## src/rtl/i2cs_reg_arbiter_pkg.sv

```systemverilog
// Shared types and constants for the I2C-slave register-port arbiter.
// The state enum and the port numbering are used by both the RTL and the bench.
package i2cs_arb_pkg;

   localparam int ADDR_W = 12;
   localparam int DATA_W = 32;

   localparam logic PORT_APB = 1'b0;
   localparam logic PORT_I2C = 1'b1;

   typedef enum logic [1:0] {
      IDLE   = 2'd0,
      ACCESS = 2'd1,
      RESP   = 2'd2
   } arb_state_e;

endpackage

```

## src/rtl/i2cs_reg_arbiter_if.sv

```systemverilog
// Bundles both requester handshakes and the register-file port of the arbiter.
// The arbiter connects through the slave modport; the requesters and register model use master.
interface i2cs_reg_arbiter_if;
   import i2cs_arb_pkg::*;

   logic              apb_req_i;
   logic              apb_we_i;
   logic [ADDR_W-1:0] apb_addr_i;
   logic [DATA_W-1:0] apb_wdata_i;
   logic              apb_ack_o;
   logic [DATA_W-1:0] apb_rdata_o;

   logic              i2c_req_i;
   logic              i2c_we_i;
   logic [ADDR_W-1:0] i2c_addr_i;
   logic [DATA_W-1:0] i2c_wdata_i;
   logic              i2c_ack_o;
   logic [DATA_W-1:0] i2c_rdata_o;

   logic [ADDR_W-1:0] reg_addr_o;
   logic [DATA_W-1:0] reg_wdata_o;
   logic              reg_we_o;
   logic              reg_re_o;
   logic [DATA_W-1:0] reg_rdata_i;
   logic              reg_owner_o;
   logic              busy_o;

   modport slave (
      input  apb_req_i, apb_we_i, apb_addr_i, apb_wdata_i,
      input  i2c_req_i, i2c_we_i, i2c_addr_i, i2c_wdata_i,
      input  reg_rdata_i,
      output apb_ack_o, apb_rdata_o, i2c_ack_o, i2c_rdata_o,
      output reg_addr_o, reg_wdata_o, reg_we_o, reg_re_o,
      output reg_owner_o, busy_o
   );

   modport master (
      output apb_req_i, apb_we_i, apb_addr_i, apb_wdata_i,
      output i2c_req_i, i2c_we_i, i2c_addr_i, i2c_wdata_i,
      output reg_rdata_i,
      input  apb_ack_o, apb_rdata_o, i2c_ack_o, i2c_rdata_o,
      input  reg_addr_o, reg_wdata_o, reg_we_o, reg_re_o,
      input  reg_owner_o, busy_o
   );

endinterface

```

## src/rtl/i2cs_reg_arbiter_rr_arb2.sv

```systemverilog
// Two-input round-robin picker: a lone eligible request wins, a tie goes to the
// port that was not granted last. Purely combinational.
module rr_arb2 (
   input  logic [1:0] req_i,
   input  logic [1:0] mask_i,
   input  logic       last_grant_i,
   output logic       gnt_o,
   output logic       valid_o
);

   logic [1:0] eligible;

   always_comb begin
      eligible = req_i & ~mask_i;
      valid_o  = |eligible;
      gnt_o    = 1'b0;
      unique case (eligible)
         2'b01:   gnt_o = 1'b0;
         2'b10:   gnt_o = 1'b1;
         2'b11:   gnt_o = ~last_grant_i;
         default: gnt_o = 1'b0;
      endcase
   end

endmodule

```

## src/rtl/i2cs_reg_arbiter.sv

```systemverilog
// Shares one register-file port between the APB side (port 0) and the I2C engine
// (port 1): round-robin grant, one strobe cycle, one ack cycle per transaction.
module i2cs_reg_arbiter
   import i2cs_arb_pkg::*;
(
   input  logic              apb_pclk_i,
   input  logic              apb_presetn_i,
   i2cs_reg_arbiter_if.slave bus
);

   arb_state_e        state_q;
   logic              lastGrant_q;
   logic              owner_q;
   logic              we_q;
   logic              regWe_q;
   logic              regRe_q;
   logic              apbAck_q;
   logic              i2cAck_q;
   logic              busy_q;
   logic [ADDR_W-1:0] regAddr_q;
   logic [DATA_W-1:0] regWdata_q;
   logic [DATA_W-1:0] apbRdata_q;
   logic [DATA_W-1:0] i2cRdata_q;

   logic [1:0]        reqMask_d;
   logic              gnt_d;
   logic              gntValid_d;
   logic              selWe_d;
   logic [ADDR_W-1:0] selAddr_d;
   logic [DATA_W-1:0] selWdata_d;

   // The port being acked still holds its req this cycle, so hide it from the picker.
   always_comb begin
      reqMask_d = 2'b00;
      if (state_q == RESP) begin
         reqMask_d[owner_q] = 1'b1;
      end
   end

   rr_arb2 uArb (
      .req_i        ({bus.i2c_req_i, bus.apb_req_i}),
      .mask_i       (reqMask_d),
      .last_grant_i (lastGrant_q),
      .gnt_o        (gnt_d),
      .valid_o      (gntValid_d)
   );

   always_comb begin
      if (gnt_d == PORT_I2C) begin
         selWe_d    = bus.i2c_we_i;
         selAddr_d  = bus.i2c_addr_i;
         selWdata_d = bus.i2c_wdata_i;
      end else begin
         selWe_d    = bus.apb_we_i;
         selAddr_d  = bus.apb_addr_i;
         selWdata_d = bus.apb_wdata_i;
      end
   end

   // RESP can grant directly into ACCESS, so alternating ports need no IDLE gap.
   always_ff @(posedge apb_pclk_i or negedge apb_presetn_i) begin
      if (!apb_presetn_i) begin
         state_q     <= IDLE;
         lastGrant_q <= 1'b1;
         owner_q     <= 1'b0;
         we_q        <= 1'b0;
         regWe_q     <= 1'b0;
         regRe_q     <= 1'b0;
         apbAck_q    <= 1'b0;
         i2cAck_q    <= 1'b0;
         busy_q      <= 1'b0;
         regAddr_q   <= '0;
         regWdata_q  <= '0;
         apbRdata_q  <= '0;
         i2cRdata_q  <= '0;
      end else begin
         regWe_q  <= 1'b0;
         regRe_q  <= 1'b0;
         apbAck_q <= 1'b0;
         i2cAck_q <= 1'b0;
         unique case (state_q)
            IDLE, RESP: begin
               if (gntValid_d) begin
                  owner_q     <= gnt_d;
                  lastGrant_q <= gnt_d;
                  we_q        <= selWe_d;
                  regAddr_q   <= selAddr_d;
                  regWdata_q  <= selWdata_d;
                  regWe_q     <= selWe_d;
                  regRe_q     <= ~selWe_d;
                  busy_q      <= 1'b1;
                  state_q     <= ACCESS;
               end else begin
                  busy_q  <= 1'b0;
                  state_q <= IDLE;
               end
            end
            ACCESS: begin
               if (!we_q) begin
                  if (owner_q == PORT_I2C) begin
                     i2cRdata_q <= bus.reg_rdata_i;
                  end else begin
                     apbRdata_q <= bus.reg_rdata_i;
                  end
               end
               if (owner_q == PORT_I2C) begin
                  i2cAck_q <= 1'b1;
               end else begin
                  apbAck_q <= 1'b1;
               end
               state_q <= RESP;
            end
            default: begin
               busy_q  <= 1'b0;
               state_q <= IDLE;
            end
         endcase
      end
   end

   assign bus.reg_addr_o  = regAddr_q;
   assign bus.reg_wdata_o = regWdata_q;
   assign bus.reg_we_o    = regWe_q;
   assign bus.reg_re_o    = regRe_q;
   assign bus.reg_owner_o = owner_q;
   assign bus.busy_o      = busy_q;
   assign bus.apb_ack_o   = apbAck_q;
   assign bus.apb_rdata_o = apbRdata_q;
   assign bus.i2c_ack_o   = i2cAck_q;
   assign bus.i2c_rdata_o = i2cRdata_q;

endmodule

```

## src/flat_wrapper.sv

```systemverilog
// flat-port wrapper written by rule: the top's interface ports become plain ports
module i2cs_reg_arbiter_flat import i2cs_arb_pkg::*;
  (apb_pclk_i, apb_presetn_i, bus_apb_req_i, bus_apb_we_i, bus_apb_addr_i, bus_apb_wdata_i, bus_i2c_req_i, bus_i2c_we_i, bus_i2c_addr_i, bus_i2c_wdata_i, bus_reg_rdata_i, bus_apb_ack_o, bus_apb_rdata_o, bus_i2c_ack_o, bus_i2c_rdata_o, bus_reg_addr_o, bus_reg_wdata_o, bus_reg_we_o, bus_reg_re_o, bus_reg_owner_o, bus_busy_o);
  i2cs_reg_arbiter_if bus_i ();
  input  logic apb_pclk_i;
  input  logic apb_presetn_i;
  input wire logic [$bits(bus_i.apb_req_i)-1:0] bus_apb_req_i;
  input wire logic [$bits(bus_i.apb_we_i)-1:0] bus_apb_we_i;
  input wire logic [$bits(bus_i.apb_addr_i)-1:0] bus_apb_addr_i;
  input wire logic [$bits(bus_i.apb_wdata_i)-1:0] bus_apb_wdata_i;
  input wire logic [$bits(bus_i.i2c_req_i)-1:0] bus_i2c_req_i;
  input wire logic [$bits(bus_i.i2c_we_i)-1:0] bus_i2c_we_i;
  input wire logic [$bits(bus_i.i2c_addr_i)-1:0] bus_i2c_addr_i;
  input wire logic [$bits(bus_i.i2c_wdata_i)-1:0] bus_i2c_wdata_i;
  input wire logic [$bits(bus_i.reg_rdata_i)-1:0] bus_reg_rdata_i;
  output wire logic [$bits(bus_i.apb_ack_o)-1:0] bus_apb_ack_o;
  output wire logic [$bits(bus_i.apb_rdata_o)-1:0] bus_apb_rdata_o;
  output wire logic [$bits(bus_i.i2c_ack_o)-1:0] bus_i2c_ack_o;
  output wire logic [$bits(bus_i.i2c_rdata_o)-1:0] bus_i2c_rdata_o;
  output wire logic [$bits(bus_i.reg_addr_o)-1:0] bus_reg_addr_o;
  output wire logic [$bits(bus_i.reg_wdata_o)-1:0] bus_reg_wdata_o;
  output wire logic [$bits(bus_i.reg_we_o)-1:0] bus_reg_we_o;
  output wire logic [$bits(bus_i.reg_re_o)-1:0] bus_reg_re_o;
  output wire logic [$bits(bus_i.reg_owner_o)-1:0] bus_reg_owner_o;
  output wire logic [$bits(bus_i.busy_o)-1:0] bus_busy_o;
  assign bus_i.apb_req_i = bus_apb_req_i;
  assign bus_i.apb_we_i = bus_apb_we_i;
  assign bus_i.apb_addr_i = bus_apb_addr_i;
  assign bus_i.apb_wdata_i = bus_apb_wdata_i;
  assign bus_i.i2c_req_i = bus_i2c_req_i;
  assign bus_i.i2c_we_i = bus_i2c_we_i;
  assign bus_i.i2c_addr_i = bus_i2c_addr_i;
  assign bus_i.i2c_wdata_i = bus_i2c_wdata_i;
  assign bus_i.reg_rdata_i = bus_reg_rdata_i;
  assign bus_apb_ack_o = bus_i.apb_ack_o;
  assign bus_apb_rdata_o = bus_i.apb_rdata_o;
  assign bus_i2c_ack_o = bus_i.i2c_ack_o;
  assign bus_i2c_rdata_o = bus_i.i2c_rdata_o;
  assign bus_reg_addr_o = bus_i.reg_addr_o;
  assign bus_reg_wdata_o = bus_i.reg_wdata_o;
  assign bus_reg_we_o = bus_i.reg_we_o;
  assign bus_reg_re_o = bus_i.reg_re_o;
  assign bus_reg_owner_o = bus_i.reg_owner_o;
  assign bus_busy_o = bus_i.busy_o;
  i2cs_reg_arbiter u_core (.apb_pclk_i(apb_pclk_i), .apb_presetn_i(apb_presetn_i), .bus(bus_i));
endmodule
```

## config.mk

```make
export PLATFORM = sky130hd
export DESIGN_NAME = i2cs_reg_arbiter_flat
export DESIGN_NICKNAME = d
export VERILOG_FILES = /design/src/rtl/i2cs_reg_arbiter_pkg.sv /design/src/rtl/i2cs_reg_arbiter_if.sv /design/src/rtl/i2cs_reg_arbiter_rr_arb2.sv /design/src/rtl/i2cs_reg_arbiter.sv /design/src/flat_wrapper.sv
export SDC_FILE = /design/constraint.sdc
export NUM_CORES = 1
export LEC_CHECK = 0
export ABC_AREA = 1
export ABC_CLOCK_PERIOD_IN_PS = 2500
export BUFFER_PORTS_ARGS = -buffer_cell sky130_fd_sc_hd__buf_2
export CAP_MARGIN = 20
export CORE_ASPECT_RATIO = 0.7
export CORE_MARGIN = 5
export CORE_UTILIZATION = 47
export CTS_BUF_LIST = sky130_fd_sc_hd__clkbuf_8
export CTS_CLUSTER_DIAMETER = 200
export DETAILED_ROUTE_END_ITERATION = 12
export PLACE_DENSITY = 0.8
export SLEW_MARGIN = 20
export SYNTH_ARGS = -nofsm -noshare
export SYNTH_HDL_FRONTEND = slang
export SYNTH_SLANG_ARGS = --single-unit
export TNS_END_PERCENT = 100
```

## constraint.sdc

```tcl
create_clock -name apb_pclk_i -period 2.5 [get_ports apb_pclk_i]
set_clock_uncertainty 0.05 [all_clocks]
set_input_delay 0.375 -clock apb_pclk_i [delete_from_list [all_inputs] [get_ports apb_pclk_i]]
set_output_delay 0.375 -clock apb_pclk_i [all_outputs]
set_load 0.05 [all_outputs]
```

# Word-level counts from Yosys, hierarchy flattened

Cells that the tools add are included.
Widths: inputs -> output; s select.

Magnitude comparators: 2
Equal/unequal tests: 4
Muxes and demuxes: 19
Bitwise logic cells: 6
Reductions and logical operators: 7

Operators by type and width:

| kind               | count |
|---|---|
| $mux 32            | 1 |
| $mux 1             | 12 |
| $mux 12            | 1 |
| $eq 2x2->1 const B | 3 |
| $reduce_and 3->1   | 2 |
| $not 1->1          | 4 |
| $pmux 1 s2         | 2 |
| $pmux 2 s2         | 1 |
| $reduce_or 2->1    | 2 |
| $and 2x2->2        | 1 |
| $eq 2x1->1 const B | 1 |
| $logic_not 2->1    | 1 |
| $lt 1x2->1 const B | 1 |
| $mux 2             | 1 |
| $not 2->2          | 1 |
| $reduce_and 2->1   | 1 |
| $demux 1 s1        | 1 |
| $ge 1x1->1 const B | 1 |
| $logic_and 1x1->1  | 1 |

Bits in registers: 118
Output and inout port bits: 114
Word-level logic and storage cells: 51

# Logic depth before layout (Yosys ltp)

Gate-level depths: netlist (run 1).

Depth after elaboration: 13
Gate-level depth with buffers: 9
Mapped depth without buffers: 8

# Hierarchy

A second synthesis (run 1) with hierarchy kept.

Cells, all modules: 650
Area, all modules: 5265.0 sq um

By module, submodules not included:

| module           | times used | cells an instance | area an instance (sq um) |
|---|---|---|---|
| i2cs_reg_arbiter | 1          | 642               | 5232.5 |
| rr_arb2          | 1          | 8                 | 32.5 |

# Worst setup path before layout (run 1)

Ideal clock, no wire load.

Kind: reg2reg
Start: register u_core.owner_q, in the netlist u_core.bus.reg_owner_o
End: register u_core.regWdata_q[10], in the netlist u_core.bus.reg_wdata_o[10]
Library setup time: 118 ps
Arrival: 1571 ps
Required time: 2332 ps
Path slack: 761 ps
Stages on the path, launching flop included: 10
Cell sequence: dfrtp_1 > inv_1 > nand3_1 > nand2_1 > a21oi_2 > inv_2 > buf_4 > buf_6 > nand2_1 > nand2_1

Word-level cells in the longest chain between the ends: 10
Elaborated cells on any way between the ends: 14

RTL lines:

| element                                                        | line                           | RTL |
|---|---|---|
| start, declared                                                | i2cs_reg_arbiter.sv:13         | `logic owner_q;` |
| start signal, assigned                                         | i2cs_reg_arbiter.sv:84         | `owner_q <= gnt_d;` |
| $lt 1x2->1 (implied by the code) or $ge 1x1->1 (tied branches) | i2cs_reg_arbiter.sv:36         | `reqMask_d[owner_q] = 1'b1;` |
| $logic_and 1x1->1 (implied by the code)                        | i2cs_reg_arbiter.sv:36         |  |
| $mux 1 (implied by the code)                                   | i2cs_reg_arbiter.sv:36         |  |
| $demux 1 s1 *                                                  | -                              |  |
| $mux 2 *                                                       | i2cs_reg_arbiter.sv:35         | `if (state_q == RESP) begin` |
| $not 2->2 *                                                    | i2cs_reg_arbiter_rr_arb2.sv:14 | `eligible = req_i & ~mask_i;` |
| $and 2x2->2 *                                                  | i2cs_reg_arbiter_rr_arb2.sv:14 |  |
| $eq 2x2->1                                                     | i2cs_reg_arbiter_rr_arb2.sv:17 | `unique case (eligible)` |
| $pmux 1 s2                                                     | i2cs_reg_arbiter_rr_arb2.sv:17 |  |
| $mux 32                                                        | i2cs_reg_arbiter.sv:49         | `if (gnt_d == PORT_I2C) begin` |
| end signal, assigned                                           | i2cs_reg_arbiter.sv:88         | `regWdata_q <= selWdata_d;` |
| end, declared                                                  | i2cs_reg_arbiter.sv:21         | `logic [DATA_W-1:0] regWdata_q;` |

Every way passes the cells marked *; elsewhere a longest branch is shown, timed or not.
A chain may end at the register's enable or synchronous reset.

# Final worst setup path (run 1)

Start: register u_core.state_q[0]
End: register u_core.we_q

Word-level cells in the longest chain between the ends: 7
Elaborated cells on any way between the ends: 12

RTL lines:

| element                | line                                           | RTL |
|---|---|---|
| start, declared        | i2cs_reg_arbiter.sv:11                         | `arb_state_e state_q;` |
| start signal, assigned | i2cs_reg_arbiter.sv:63                         | `state_q <= IDLE;` |
| start signal, assigned | i2cs_reg_arbiter.sv:92                         | `state_q <= ACCESS;` |
| start signal, assigned | i2cs_reg_arbiter.sv:95                         | `state_q <= IDLE;` |
| $eq 2x2->1             | i2cs_reg_arbiter.sv:35, i2cs_reg_arbiter.sv:81 |  |
| $mux 2                 | i2cs_reg_arbiter.sv:35                         |  |
| $not 2->2              | i2cs_reg_arbiter_rr_arb2.sv:14                 |  |
| $and 2x2->2            | i2cs_reg_arbiter_rr_arb2.sv:14                 |  |
| $eq 2x2->1             | i2cs_reg_arbiter_rr_arb2.sv:17                 |  |
| $pmux 1 s2             | i2cs_reg_arbiter_rr_arb2.sv:17                 |  |
| $mux 1                 | i2cs_reg_arbiter.sv:49                         |  |
| end signal, assigned   | i2cs_reg_arbiter.sv:86                         | `we_q <= selWe_d;` |
| end, declared          | i2cs_reg_arbiter.sv:14                         | `logic we_q;` |

Several ways; a longest one is shown, not always the timed one.

==> results.cfg, run 1 <==
[grt]
grt_pass1_wl_um = 23200
grt_pass1_vias = 4799
antenna_found_initial = 0
overflow = 0
grt_max_degree = 65
groute.usage.overall_pct = 21.5

[cells_and_area]
fin_area_um2 = 7000
n_fill_cell = 969
drive_gt1_share_pct = 32.4
area_growth_pct = 32.5
final_nets = 1014
antenna_cells = 0

[power_and_ir_drop]
finalPower_mw = 11.4
p_leak_nw = 4.27
ir_drop_uv = 937
p_per_area_nw_per_um2 = 1630

[critical_path]
cp.depth = 9
rrSetupSlack_ns = 0.76
reg2regPathDepth = 9
criticalPathCategory = reg2reg
cp.buffers_inverters = 3
path_delay_family = buffers and inverters
cp-start-kind = register
r2r_end = u_core.we_q
cp.arrival_ns = 2.00
crit_chain = inv_2 -> nand3_1 -> nand2_1 -> inv_1 -> nand2_2 -> buf_4 -> nand2_1 -> nand3_1 -> nand2_1
crit_path_start = u_core.state_q[0]
path_max_fanout = 45
cp-end-kind = register
worstPathRequired_ns = 2.76
cp-endpoint = u_core.we_q
crit_top_cell = nand2_1
reg2reg_from = u_core.state_q[0]
worst_path_max_delay_cell = dfrtp_1
cpPeakStageDelay_ns = 0.42

[floorplan]
ios = 240
die_w_um = 137
die-area_um2 = 13500
rows = 32
start_util_pct = 48.0
die_y_um = 98.7
core-area_um2 = 11000

[placement]
dpl_cell_area_um2 = 6570
routabilityCongestion = 0.831
io_buffers = 239
place_ws_ns = 0.738
post-dp-hpwl_um = 10400

[synth]
synthArstFlopShare_pct = 100
synth_edf_count = 0
yosysTopAreaCellShare_pct = 55.4
yosysMostFrequentCell = nand2_1
seq_area_frac_synth_pct = 55.9
synth_top_cells_by_count = nand2_1, inv_1, dfrtp_1
yosysTopAreaCell = dfrtp_1
yosys-top-cells-area = dfrtp_1, nand2_1, inv_1
yosys_warnings = 0
synth_cell_types = 18
synth_fp_nets = 781
syn_area_um2 = 5280
synth_ff_type = dfrtp_1
synth_seq_cells = 118
synthCells = 655
avgSynthCellArea_um2 = 8.06

[routing]
routed_wl_um = 14100
vias_per_cell = 4.63
drt_drc_violations_left = 0
wl_per_cell_um = 13.4
drtIter0Drc = 233
dr.pass1.iters = 5
dr_total_vias = 4877
ant_nets = 0

[sta]
fin_ws_ns = 0.759
setup_viol = 0
hold_ws_ns = 0.152
fin_crit_ns = 1.74
grt_setup_unrepaired = no
tns_ns = 0
max_freq_mhz = 574
finalMaxSlewViolations = 0
fin_crit_sh_pct = 69.6
slew_headroom_pct = 64.8
hold_viol_final = 0
worst_slew_pin_slew_ns = 0.526

[status]
status = finished, final reports clean

[hold_path]
min_from = bus_reg_rdata_i[21]
hold_class = in2reg

[clocking]
cts_buffer_depth = 2
clk_pin_slew_ns = 0.08
clk_latency_ns = 0.42
postCtsSetupRepairBufs = 0
cts_buffers = 17
clock_sinks = 118
tritoncts = done
cts_root_buf = clkbuf_8
ctsHtreeMaxLevel = 4

[job]
maxCapViolCount = 0
-- flip-flops by register name, indices dropped and copies added, names as in the netlist, 2 cells and up --
signal and flops:
u_core.bus.apb_rdata_o 32, u_core.bus.i2c_rdata_o 32, u_core.bus.reg_wdata_o 32, u_core.bus.reg_addr_o 12
u_core.state_q 2
-- per-layer routing --
metal	wire [um]	up-vias	share of wire [%]	GRT usage, %
li1	-	2463	-	-
met1	6280	2236	45	30.0
met2	6670	165	47	33.6
met3	960	13	6.8	5.00
met4	195	0	1.4	6.82
met5	0	-	0	0
-- metrics by stage --
stage,instances,util [%]
floorplan,655,-
global placement,1021,59.7
detailed placement,1021,59.7
CTS,1054,63.5
global route,1054,63.5
finish,1054,63.5
-- kinds of logic (layout without fill, tap and decap cells) --
group	count (synthesis)	in the layout	synth area share (%)
compound gates	67	67	6.42
buf+inv	165	411	13.4
flops	118	118	55.9
simple gates	305	305	24.3
-- worst min-delay path by stage --
stage / cells after the start / slack [ns] / to
floorplan: 0 / 0.03 / u_core.bus.apb_ack_o
global placement: 1 / 0.33 / u_core.bus.reg_wdata_o[22]
detailed placement: 1 / 0.34 / u_core.bus.reg_wdata_o[22]
CTS: 3 / 0.12 / u_core.bus.apb_rdata_o[21]
global route: 3 / 0.11 / u_core.bus.apb_rdata_o[16]
finish: 3 / 0.15 / u_core.bus.apb_rdata_o[21]
-- cells in the final DEF (no fill, tap or decap), drive strengths merged --
cell type,instances
clkinvlp,1
inv,138
clkbuf,17
clkinv,3
buf,249
nand3,94
dfstp,1
nand2,208
o21ai,65
a21oi,2
dfrtp,117
dlygate4sd3,1
bufinv,2
nor2,3
-- where the power goes --
group / internal (mW) / switching, mW
Clock: 0.932 / 0.875
Sequential: 2.86 / 0.525
Combinational: 1.33 / 4.89
Total: 5.12 / 6.29
-- layout make-up --
class                           count  area [um^2]  share of cell area, %
Clock buffer                       17          234                   3.34
Clock inverter                     15          183                   2.61
Inverter                          129          484                   6.92
Multi-Input combinational cell    372         1630                   23.3
Sequential cell                   118         2950                   42.2
Tap cell                          153          191                   2.74
Timing Repair Buffer              250         1320                   18.9
-- worst register-to-register path: cells and delay by family, from the launching register on --
family / cells / cell delay, ns
buf+inv: 3 / 0.58
flops: 1 / 0.42
simple gates: 6 / 0.59
-- timing repair --
action                                 4_1_cts  5_1_grt
hold buffers                                 1        0
gates resized for setup                      0        0
setup endpoints to repair                    0        0
endpoints found under the hold margin       38        0
Power figures use the tool's default switching activity.
==> run 2: changes to the inputs <==
ABC_AREA = 0   (was 1)
ABC_CLOCK_PERIOD_IN_PS = 1700   (was 2500)
PLACE_DENSITY = 0.81   (was 0.8)
clock period = 1.7 ns   (was 2.5 ns; I/O delays follow)
==> run 2 against run 1 <==
  * The run now ends with negative setup slack left
  * Setup slack got worse by 1.1 ns
  * Worst hold slack worse by 0.13 ns
  * Register-to-register slack worse by 1.1 ns
  * Critical path depth is 2 lower
  * Die area shrank 4.2%
  * Sequential share of layout area down 4.1 points
  * Synthesized cell count shrank 53%
  * Cell area increased by 11%
==> results.cfg, run 2 <==
[routing]
wl_per_cell_um = 19.9
dr_total_vias = 3751
dr.pass1.iters = 4
vias_per_cell = 5.03
ant_nets = 0
drt_drc_violations_left = 0
routed_wl_um = 14800
drtIter0Drc = 182

[cells_and_area]
n_fill_cell = 666
drive_gt1_share_pct = 74.9
mostFrequentLayoutCell = buf_2
antenna_cells = 0
stdcell_count = 746
area_growth_pct = 53.9
fin_util_pct = 74.6
final_nets = 727
final_cell_mix = buf_2, dfrtp_1, mux2_4, mux2_2, clkbuf_8

[sta]
grt_setup_unrepaired = yes
fin_crit_ns = 1.99
finalMaxSlewViolations = 0
setup_viol = 85
fin_crit_sh_pct = 117
fin_ws_ns = -0.295
worst_slew_pin_slew_ns = 0.429
hold_viol_final = 0
max_freq_mhz = 501
slew_headroom_pct = 71.4

[synth]
synth_fp_nets = 435
synth_top_cells_by_count = dfrtp_1, mux2_2, mux2_1
avgSynthCellArea_um2 = 16.3
synth_seq_cells = 118
synthCells = 309
yosysTopAreaCell = dfrtp_1
synthArstFlopShare_pct = 100
yosysTopAreaCellShare_pct = 58.1
yosysMostFrequentCell = dfrtp_1
yosys_warnings = 0
seq_area_frac_synth_pct = 58.6
synth_edf_count = 0
synth_cell_types = 21
yosys-top-cells-area = dfrtp_1, mux2_2, mux2_1
syn_area_um2 = 5040
synth_ff_type = dfrtp_1

[floorplan]
die_w_um = 134
start_util_pct = 48.5
core-area_um2 = 10400
die-area_um2 = 12900
die_y_um = 96.6
ios = 240
rows = 31

[clocking]
cts_buffers = 17
tritoncts = done
ctsHtreeMaxLevel = 4
clk_pin_slew_ns = 0.08
cts_buffer_depth = 2
clk_latency_ns = 0.41
cts_root_buf = clkbuf_8
clock_sinks = 118

[placement]
routabilityCongestion = 0.727
dpl.cell_count = 682
post-dp-hpwl_um = 9300
io_buffers = 239

[grt]
grt_pass1_vias = 4284
grt_pass1_wl_um = 23200
overflow = 0
groute.usage.overall_pct = 22.8
antenna_found_initial = 0
grt_max_degree = 40

[critical_path]
worstPathRequired_ns = 1.95
path_max_fanout = 5
cp-end-kind = register
cp-start-kind = register
criticalPathCategory = reg2reg
reg2regPathDepth = 7
cp.arrival_ns = 2.24

[hold_path]
hold_class = in2reg
hold_depth = 2

[status]
status = finished, violations left
violations = negative setup slack

[job]
maxCapViolCount = 0
run 2: cell count changes in the layout (fill, tap and decap cells not counted), sizes merged, moves of 3 or more:
cell	before	now
nand3	94	0
buf	249	280
clkbuf	17	20
inv	138	9
dlygate4sd3	1	6
mux2	0	152
nand2	208	0
o21ai	65	0
run 2: worst paths after layout:
path / startpoint / end / slack (ns)
hold / removal: bus_reg_rdata_i[29] / u_core.bus.apb_rdata_o[29] / 0.03
max in group asynchronous: apb_presetn_i / u_core.bus.reg_wdata_o[29] / 0.75
min in group asynchronous: apb_presetn_i / u_core.bus.reg_wdata_o[18] / 0.27
setup / recovery: u_core.state_q[1] / u_core.bus.reg_addr_o[7] / -0.29
hold reg to reg: u_core.bus.busy_o / u_core.bus.busy_o / 0.43
setup reg to reg: u_core.state_q[1] / u_core.bus.reg_addr_o[7] / -0.29
run 2: layer usage:
metal,vias up,routed length (um),global-route usage (%)
li1,1695,-,-
met1,1894,6270,28.8
met2,138,7370,38.2
met3,24,915,5.08
met4,0,294,8.85
met5,-,0,0
run 2: cell type report:
cell class	count	area (um^2)	share of cell area, %
Clock buffer	17	234	3.02
Clock inverter	15	163	2.10
Inverter	5	18.8	0.242
Multi-Input combinational cell	170	2280	29.4
Sequential cell	118	2960	38.1
Tap cell	132	165	2.13
Timing Repair Buffer	289	1940	25.0
run 2: cells by family (layout without fill, tap and decap cells):
kind of cell | after synthesis | in the layout | synth area share, %
simple gates | 10 | 10 | 1.32
mux | 154 | 154 | 35.9
buf+inv | 21 | 326 | 3.00
flops | 118 | 118 | 58.6
compound gates | 6 | 6 | 1.19
run 2: worst max-delay path, stage by stage, from the launching register on:
cell      delay (ns)
dfrtp_1         0.39
nor2b_4         0.14
o311ai_4        0.33
buf_6           0.18
buf_12          0.12
buf_16          0.12
mux2_4          0.30
mux2_4          0.26
run 2: repair_timing:
action / in CTS / in global routing
gates resized for setup: 89 / 24
pin swaps: 2 / 2
gates cloned: 9 / 3
setup buffers: 16 / 3
hold buffers: 5 / 1
endpoints found under the hold margin: 30 / 1
endpoints found under the setup margin: 107 / 106
run 2: metrics by stage:
step | hold WS, ns | worst slack, ns | setup TNS, ns | instance area, um^2
6_report | 0.0266 | -0.295 | -13.50 | 7760
5_1_grt | 0.00430 | -0.345 | -18.18 | 7760
4_1_cts | 0.000635 | -0.275 | -11.98 | 7650
3_5_place_dp | 0.169 | -0.287 | -12.88 | 6520
3_3_place_gp | 0.163 | -0.241 | -10.05 | 6520
2_1_floorplan | -0.0906 | -0.213 | -8.55 | 5070
Power of run 2 is left out: the tool's default activity adds up to more than one toggle a clock period on the data nets, which glitch-free logic cannot reach.
==> run 3: changes to the inputs <==
PLACE_DENSITY = unset   (was 0.81)
PLACE_DENSITY_LB_ADDON = 0.05   (was unset)
==> run 3 against run 2 <==
  * The run still ends with negative setup slack left
  * Via count is 3.1% higher
  * Utilization increased by 3.8 points
  * Fmax down 1.8%
  * Setup slack worse by 0.036 ns
  * Final cell count grew 3.5%
  * Register-to-register slack worse by 0.04 ns
  * Critical endpoint is now u_core.bus.reg_wdata_o[2]
==> results.cfg, run 3 (synthesis gave the netlist of run 2 again) <==
[status]
status = finished, violations left
violations = negative setup slack

[clocking]
clk_pin_slew_ns = 0.07
cts_root_buf = clkbuf_8
clk_latency_ns = 0.44
cts_buffers = 17
tritoncts = done
ctsHtreeMaxLevel = 4
clock_sinks = 118
cts_buffer_depth = 2

[cells_and_area]
n_fill_cell = 621
final_nets = 753
drive_gt1_share_pct = 74.5
stdcell_count = 772
final_cell_mix = buf_2, mux2_4, dfrtp_1, dlygate4sd3_1, clkbuf_8
area_growth_pct = 61.7
mostFrequentLayoutCell = buf_2
antenna_cells = 0
fin_area_um2 = 8150
fin_util_pct = 78.4

[sta]
fin_crit_ns = 2.03
max_freq_mhz = 492
setup_viol = 115
hold_ws_ns = 0.0382
fin_crit_sh_pct = 119
grt_setup_unrepaired = yes
tns_ns = -24.12
worst_slew_pin_slew_ns = 0.333
slew_headroom_pct = 77.8
finalMaxSlewViolations = 0
hold_viol_final = 0
fin_ws_ns = -0.331

[floorplan]
die_w_um = 134
ios = 240
rows = 31
start_util_pct = 48.5
core-area_um2 = 10400
die-area_um2 = 12900
die_y_um = 96.6

[critical_path]
crit_chain = nor2b_4 -> o311ai_4 -> buf_6 -> buf_12 -> mux2_2 -> mux2_1
cp-end-kind = register
worstPathRequired_ns = 1.97
cp.arrival_ns = 2.30
reg2regPathDepth = 6
reg2reg_from = u_core.state_q[1]
criticalPathCategory = reg2reg
cpPeakStageDelay_ns = 0.38
worst_path_max_delay_cell = dfrtp_1
path_max_fanout = 9
cp-start-kind = register
r2r_end = u_core.bus.reg_wdata_o[2]
rrSetupSlack_ns = -0.33

[grt]
groute.usage.overall_pct = 21.5
antenna_found_initial = 0
overflow = 0
grt_pass1_wl_um = 21700
grt_pass1_vias = 4139
grt_max_degree = 44

[placement]
post-dp-hpwl_um = 8720
dpl_cell_area_um2 = 6520
place_ws_ns = -0.276
io_buffers = 239
dpl.cell_count = 682
routabilityCongestion = 0.725

[routing]
dr_total_vias = 3866
drt_drc_violations_left = 0
vias_per_cell = 5.01
ant_nets = 0
routed_wl_um = 15400
drtIter0Drc = 159
dr.pass1.iters = 6
wl_per_cell_um = 19.9

[hold_path]
hold_class = in2reg
min_from = bus_reg_rdata_i[14]
hold_end = u_core.bus.i2c_rdata_o[14]
hold_depth = 2

[power_and_ir_drop]
ir_drop_uv = 1370
p_per_area_nw_per_um2 = 2410
p_leak_nw = 4.22
finalPower_mw = 19.7

[job]
maxCapViolCount = 0
==> run 3: changes by cell type in the layout (fill, tap and decap cells not counted), moves of 2 or more <==
cell / delta
dlygate4sd3_1: +24
mux2_4: +41
mux2_2: -29
buf_12: -2
buf_4: +3
mux2_1: -12
==> run 3: how the worst max path moves through the flow <==
| stage | start | endpoint | slack, ns | cells past startpoint |
|---|---|---|---|---|
| floorplan | u_core.lastGrant_q | u_core.bus.reg_wdata_o[10] | -0.21 | 6 |
| global placement | u_core.lastGrant_q | u_core.bus.reg_addr_o[10] | -0.24 | 5 |
| finish | u_core.state_q[1] | u_core.bus.reg_wdata_o[2] | -0.33 | 6 |
| CTS | u_core.state_q[1] | u_core.bus.reg_wdata_o[3] | -0.27 | 6 |
| global route | u_core.state_q[1] | u_core.bus.reg_wdata_o[2] | -0.35 | 6 |
| detailed placement | u_core.lastGrant_q | u_core.bus.reg_addr_o[10] | -0.28 | 5 |
==> run 3: area by class of cell <==
cell class	count	area, um^2	area share, %
Sequential cell	118	2960	36.3
Timing Repair Buffer	315	2170	26.7
Inverter	5	18.8	0.230
Clock inverter	15	140	1.72
Clock buffer	17	234	2.87
Tap cell	132	165	2.03
Multi-Input combinational cell	170	2460	30.2
==> run 3: repair_timing <==
item | in CTS | in global routing
gates cloned | 7 | 4
hold buffers | 30 | 0
hold endpoints to repair | 173 | 0
endpoints found under the setup margin | 111 | 112
gates resized for setup | 63 | 95
pin swaps | 3 | 3
buffers inserted | 12 | 7
==> run 3: metal layers <==
layer,vias to the layer above,wire length [um],global-route usage [%]
met4,0,242,6.80
met5,-,0,0
met3,18,1190,8.87
met1,1942,6590,26.7
met2,162,7340,34.3
li1,1744,-,-
==> run 3: power breakdown <==
part           switching [mW]  internal, mW
logic                    7.46          4.68
clock network            1.15          1.28
registers               0.832          4.26
total                    9.45          10.2
==> run 3: worst max-delay path: cells and delay by family (launching register included) <==
kind	cells	cell delay [ns]
and+or+nand+nor	1	0.13
buffers and inverters	2	0.32
muxes	2	0.64
DFF	1	0.38
AOI/OAI and AO/OA	1	0.37
